===== config.mk =====
export PLATFORM = sky130hd
export DESIGN_NAME = pc_next_unit
export DESIGN_NICKNAME = d
export VERILOG_FILES = /design/src/rtl/pc_next_unit.sv
export SDC_FILE = /design/constraint.sdc
export NUM_CORES = 1
export LEC_CHECK = 0
export BUFFER_PORTS_ARGS = -buffer_cell sky130_fd_sc_hd__buf_4
export CAP_MARGIN = 15
export CORE_ASPECT_RATIO = 0.5
export CORE_MARGIN = 2
export CORE_UTILIZATION = 51
export DETAILED_ROUTE_END_ITERATION = 12
export PLACE_DENSITY = 0.86
export SYNTH_ARGS = -nofsm -noshare
export SYNTH_HDL_FRONTEND = slang
export SYNTH_SLANG_ARGS = --single-unit

===== constraint.sdc =====
create_clock -name clk -period 6.4 [get_ports clk]
set_input_delay 0.32 -clock clk [delete_from_list [all_inputs] [get_ports clk]]
set_output_delay 0.32 -clock clk [all_outputs]
set_load 0.01 [all_outputs]

===== src/rtl/pc_next_unit.sv =====
// Program-counter unit: PC/EPC registers, next-PC mux and a 3-state exception FSM.
// Optional feature macro: PC_ALIGN_CHECK_EN (misaligned normal writes raise cause 3).
module pc_next_unit #(
   parameter int unsigned      WIDTH    = 32,
   parameter logic [WIDTH-1:0] RESET_PC = '0,
   parameter int unsigned      PC_INC   = 4,
   parameter logic [WIDTH-1:0] EXC_BASE = WIDTH'(32'h000000FD)
) (
   input  logic             clk,
   input  logic             reset_n,
   input  logic [1:0]       pc_src,
   input  logic             pc_write,
   input  logic             pc_write_cond,
   input  logic             branch_cond,
   input  logic             stall,
   input  logic [WIDTH-1:0] jump_target,
   input  logic [WIDTH-1:0] alu_result,
   input  logic [WIDTH-1:0] alu_out,
   input  logic             exc_req,
   input  logic [1:0]       exc_cause,
   output logic [WIDTH-1:0] pc_out,
   output logic [WIDTH-1:0] epc_out,
   output logic             exc_busy,
   output logic             exc_ack,
   output logic             pc_written
);

   localparam logic [1:0] IDLE   = 2'd0;
   localparam logic [1:0] SAVE   = 2'd1;
   localparam logic [1:0] VECTOR = 2'd2;

   localparam logic [WIDTH-1:0] INC_W = WIDTH'(PC_INC);

   logic [1:0]       state;
   logic [1:0]       cause_q;
   logic [WIDTH-1:0] next_pc;
   logic             wr_req;
   logic             wr_en;
   logic             take_exc;
   logic [1:0]       take_cause;

   // Next-PC source selection
   always_comb begin
      next_pc = jump_target;
      case (pc_src)
         2'b00:   next_pc = jump_target;
         2'b01:   next_pc = alu_result;
         2'b10:   next_pc = alu_out;
         2'b11:   next_pc = epc_out;
         default: next_pc = jump_target;
      endcase
   end

   assign wr_req = (pc_write | (pc_write_cond & branch_cond)) & ~stall & (state == IDLE);

`ifdef PC_ALIGN_CHECK_EN
   localparam logic [WIDTH-1:0] ALIGN_MASK = WIDTH'(PC_INC - 32'd1);
   logic misaligned;
   assign misaligned = (next_pc & ALIGN_MASK) != '0;

   // A misaligned normal write turns into a cause-3 exception at the same edge
   always_comb begin
      take_exc   = 1'b0;
      take_cause = 2'd0;
      wr_en      = 1'b0;
      if (state == IDLE) begin
         take_exc   = exc_req | (wr_req & misaligned);
         take_cause = exc_req ? exc_cause : 2'd3;
         wr_en      = wr_req & ~misaligned & ~exc_req;
      end else begin
         take_exc   = 1'b0;
         take_cause = 2'd0;
         wr_en      = 1'b0;
      end
   end
`else
   // Exception request in IDLE wins over any simultaneous normal write
   always_comb begin
      take_exc   = 1'b0;
      take_cause = 2'd0;
      wr_en      = 1'b0;
      if (state == IDLE) begin
         take_exc   = exc_req;
         take_cause = exc_cause;
         wr_en      = wr_req & ~exc_req;
      end else begin
         take_exc   = 1'b0;
         take_cause = 2'd0;
         wr_en      = 1'b0;
      end
   end
`endif

   // PC, EPC, exception FSM and registered status outputs
   always_ff @(posedge clk or negedge reset_n) begin
      if (!reset_n) begin
         state      <= IDLE;
         cause_q    <= 2'd0;
         pc_out     <= RESET_PC;
         epc_out    <= '0;
         exc_busy   <= 1'b0;
         exc_ack    <= 1'b0;
         pc_written <= 1'b0;
      end else begin
         case (state)
            IDLE: begin
               exc_ack <= 1'b0;
               if (take_exc) begin
                  state      <= SAVE;
                  cause_q    <= take_cause;
                  epc_out    <= pc_out - INC_W;
                  exc_busy   <= 1'b1;
                  pc_written <= 1'b0;
               end else begin
                  if (wr_en) begin
                     pc_out <= next_pc;
                  end
                  exc_busy   <= 1'b0;
                  pc_written <= wr_en;
               end
            end
            SAVE: begin
               state      <= VECTOR;
               pc_out     <= EXC_BASE + WIDTH'(cause_q);
               exc_busy   <= 1'b1;
               exc_ack    <= 1'b1;
               pc_written <= 1'b1;
            end
            VECTOR: begin
               state      <= IDLE;
               exc_busy   <= 1'b0;
               exc_ack    <= 1'b0;
               pc_written <= 1'b0;
            end
            default: begin
               state      <= IDLE;
               exc_busy   <= 1'b0;
               exc_ack    <= 1'b0;
               pc_written <= 1'b0;
            end
         endcase
      end
   end

endmodule


==> flow_metrics.tcl <==
set metrics [dict create \
    setup_ws_ns 3.961 \
    num-fill-cells 513 \
    layout-drive-gt1-share_pct 44.64 \
    hold_class "primary input to asynchronous set/reset pin" \
    finalNetCount 608 \
    synth_edf_count 0 \
    max_stage_delay_ns 0.72 \
    synth_flop_cell "dfrtp_1" \
    critical_path.cell_chain "or4_1, nor4_4, nand3_2, or3_1, a31oi_1" \
    drc 0 \
    cap_viol_max_count 0 \
    critPathBufInv 0 \
    cp-start-kind "register" \
    final_common_cell "buf_4" \
    start_util_pct 52.77 \
    worstSetupPathType "register to register" \
    cts_buffer_depth 2 \
    cts.sinks 71 \
    vias_per_cell 5.793 \
    grt.overflow.total 0 \
    p_per_area_mw_per_mm2 304.7 \
    netlist.top_cell.by_area "dfrtp_1" \
    die_h_um 65.55 \
    grt_usage_pct 28.33 \
    synthToLayoutAreaGrowth_pct 42.39 \
    final_max_slew_viol_count 0 \
    holdWs_ns 0.09583 \
    post_cts_buffers 0 \
    synth-seq-cells 71 \
    ys_seq_area_share_pct 45.98 \
    fp-row-count 22 \
    seq_area_mm2 0.001777 \
    grt_setup_unrepaired "no" \
    period_needed_ns 2.439 \
    pre_cts_ws_ns 3.978 \
    die_w_um 127.1 \
    yosysWarnings 0 \
    clockRootBuffer "clkbuf_16" \
    antenna_cells 0 \
    async_flop_share_pct 100.0 \
    dp_hpwl_um 7966 \
    postRouteAntennaNets 0 \
    htree_num_levels 3 \
    cts_resized 0 \
    cts_hold_buffers 0 \
    tightest_slew_ns 1.003 \
    vias 3476 \
    cp_max_fo 7 \
    crit_required_ns 6.66 \
    finalClockSkew_ns 0.005595 \
    critPathTopFamily "simple AND/OR/NAND/NOR gates" \
    tns_ns 0 \
    maxSlewHeadroom_pct 33.14 \
    drt_iter0_drc 216 \
    ios 174 \
    grt_antenna_before_repair 0 \
    syn-num-nets 445 \
    yosysTopAreaCellShare_pct 45.98 \
    yosys-top-cells-area "dfrtp_1, mux4_2, a22o_1, nand2_1, o21ai_0" \
    core_region_area_mm2 0.007322 \
    drt_pass1_iterations 4 \
    cp-end-kind "register" \
    finalPower_w 0.001676 \
    ir_worst_vdd_v 0.0001879 \
    leakage_nw 2.591 \
    avgRoutedWirePerCell_um 18.65 \
    max_freq_mhz 410.0 \
    cts_made_buffers 9 \
    final.period_utilization_pct 38.11 \
    final_cell_mix "buf_4, dfrtp_1, nand2_1" \
    synth_cells 336 \
    grt_pass1_wl_um 17680 \
    status "complete, no violations" \
    insertion_delay_ns 0.34 \
    final_util_pct 75.14 \
    synth_cell_type_count 35 \
    grt_max_degree 72 \
    synth_area_mm2 0.003864 \
    routabilityCongestion 0.8273 \
    setup_violations 0 \
    port_buffers 173 \
    crit_path_top_delay_cell "or4_1" \
    avgSynthCellArea_um2 11.50 \
    hold_violations 0 \
    postRouteWirelength_um 11190 \
    die_area_mm2 0.008330 \
    grt_pass1_vias 3437 \
    multi_input_area_mm2 0.001984 \
    cts_tree "done" \
    clkTransAtPathRegs_ns 0.06 \
    cp_data_arrival_time_ns 2.70 \
]
[cell families (layout without fill, tap and decap cells)]
logic type                 after synthesis  count (layout)  synth area share (%)
adders and majority gates                2               2                0.6476
muxes                                   34              34                 19.17
DFF                                     71              71                 45.98
xor gates and xnor gates                26              26                 5.894
and+or+nand+nor                        109             109                 13.99
buffers and inverters                   28             196                 2.817
AOI/OAI and AO/OA                       66              66                 11.50
[per-stage QoR]
stage | instances | instance area [um2]
after floorplan | 336 | 3864
after global placement | 584 | 5210
after detailed placement | 584 | 5210
after CTS | 600 | 5502
after global routing | 600 | 5502
final | 600 | 5502
[worst register-to-register path: stages, from the launching register on]
cell and delay (ns):
dfrtp_1 0.42, or4_1 0.72, nor4_4 0.56, nand3_2 0.17, or3_1 0.34, a31oi_1 0.16
[routing by layer]
layer / wire length (um) / up-vias / GRT usage [%]
met5: 0 / - / 0
met4: 200 / 0 / 9.753
met3: 768 / 17 / 8.062
met2: 5673 / 134 / 47.92
met1: 4545 / 1754 / 35.75
li1: - / 1571 / -
[where the power goes]
group / internal (W) / switching (W) / leakage, nW
registers: 0.000547 / 0.000109 / 0.914
logic: 0.000279 / 0.000246 / 1.53
clock network: 0.000310 / 0.000185 / 0.146
[final timing paths]
path | end | slack [ns] | cells after the start | from
setup / recovery | epc_out[28] | 3.96 | 5 | pc_out[7]
hold / removal | epc_out[8] | 0.1 | 1 | reset_n
setup reg to reg | epc_out[28] | 3.96 | 5 | pc_out[7]
hold reg to reg | cause_q[1] | 0.49 | 2 | cause_q[1]
max in group asynchronous | pc_out[26] | 5.74 | 1 | reset_n
min in group clk | cause_q[1] | 0.17 | 3 | exc_cause[1]
[area by class of cell]
type | instances | share of cell area, %
clock buffers | 12 | 4.480
well taps | 96 | 2.183
repair buffers | 174 | 23.74
inverters | 6 | 0.4094
flip-flops and latches | 71 | 32.29
clock inverters | 4 | 0.8187
multi-input cells | 237 | 36.07
[sequential cells by signal, indices dropped and copies added, names as in the netlist]
signal and flops:
exc_ack 1, exc_busy 1, epc_out 32, state 2, cause_q 2, pc_out 32
pc_written 1
[cell usage after synthesis, drive strengths merged, types with 3 or more instances]
| library cell | number |
|---|---|
| mux4 | 32 |
| dfrtp | 71 |
| nand2b | 4 |
| o21ai | 30 |
| a22o | 23 |
| xor2 | 14 |
| or3 | 9 |
| a2bb2oi | 4 |
| nand3 | 3 |
| a21oi | 3 |
| nor2 | 17 |
| clkbuf | 18 |
| nand2 | 51 |
| buf | 4 |
| nor4 | 5 |
| nor3 | 8 |
| or4 | 4 |
| inv | 6 |
| xnor2 | 12 |
Power figures use the tool's default switching activity.
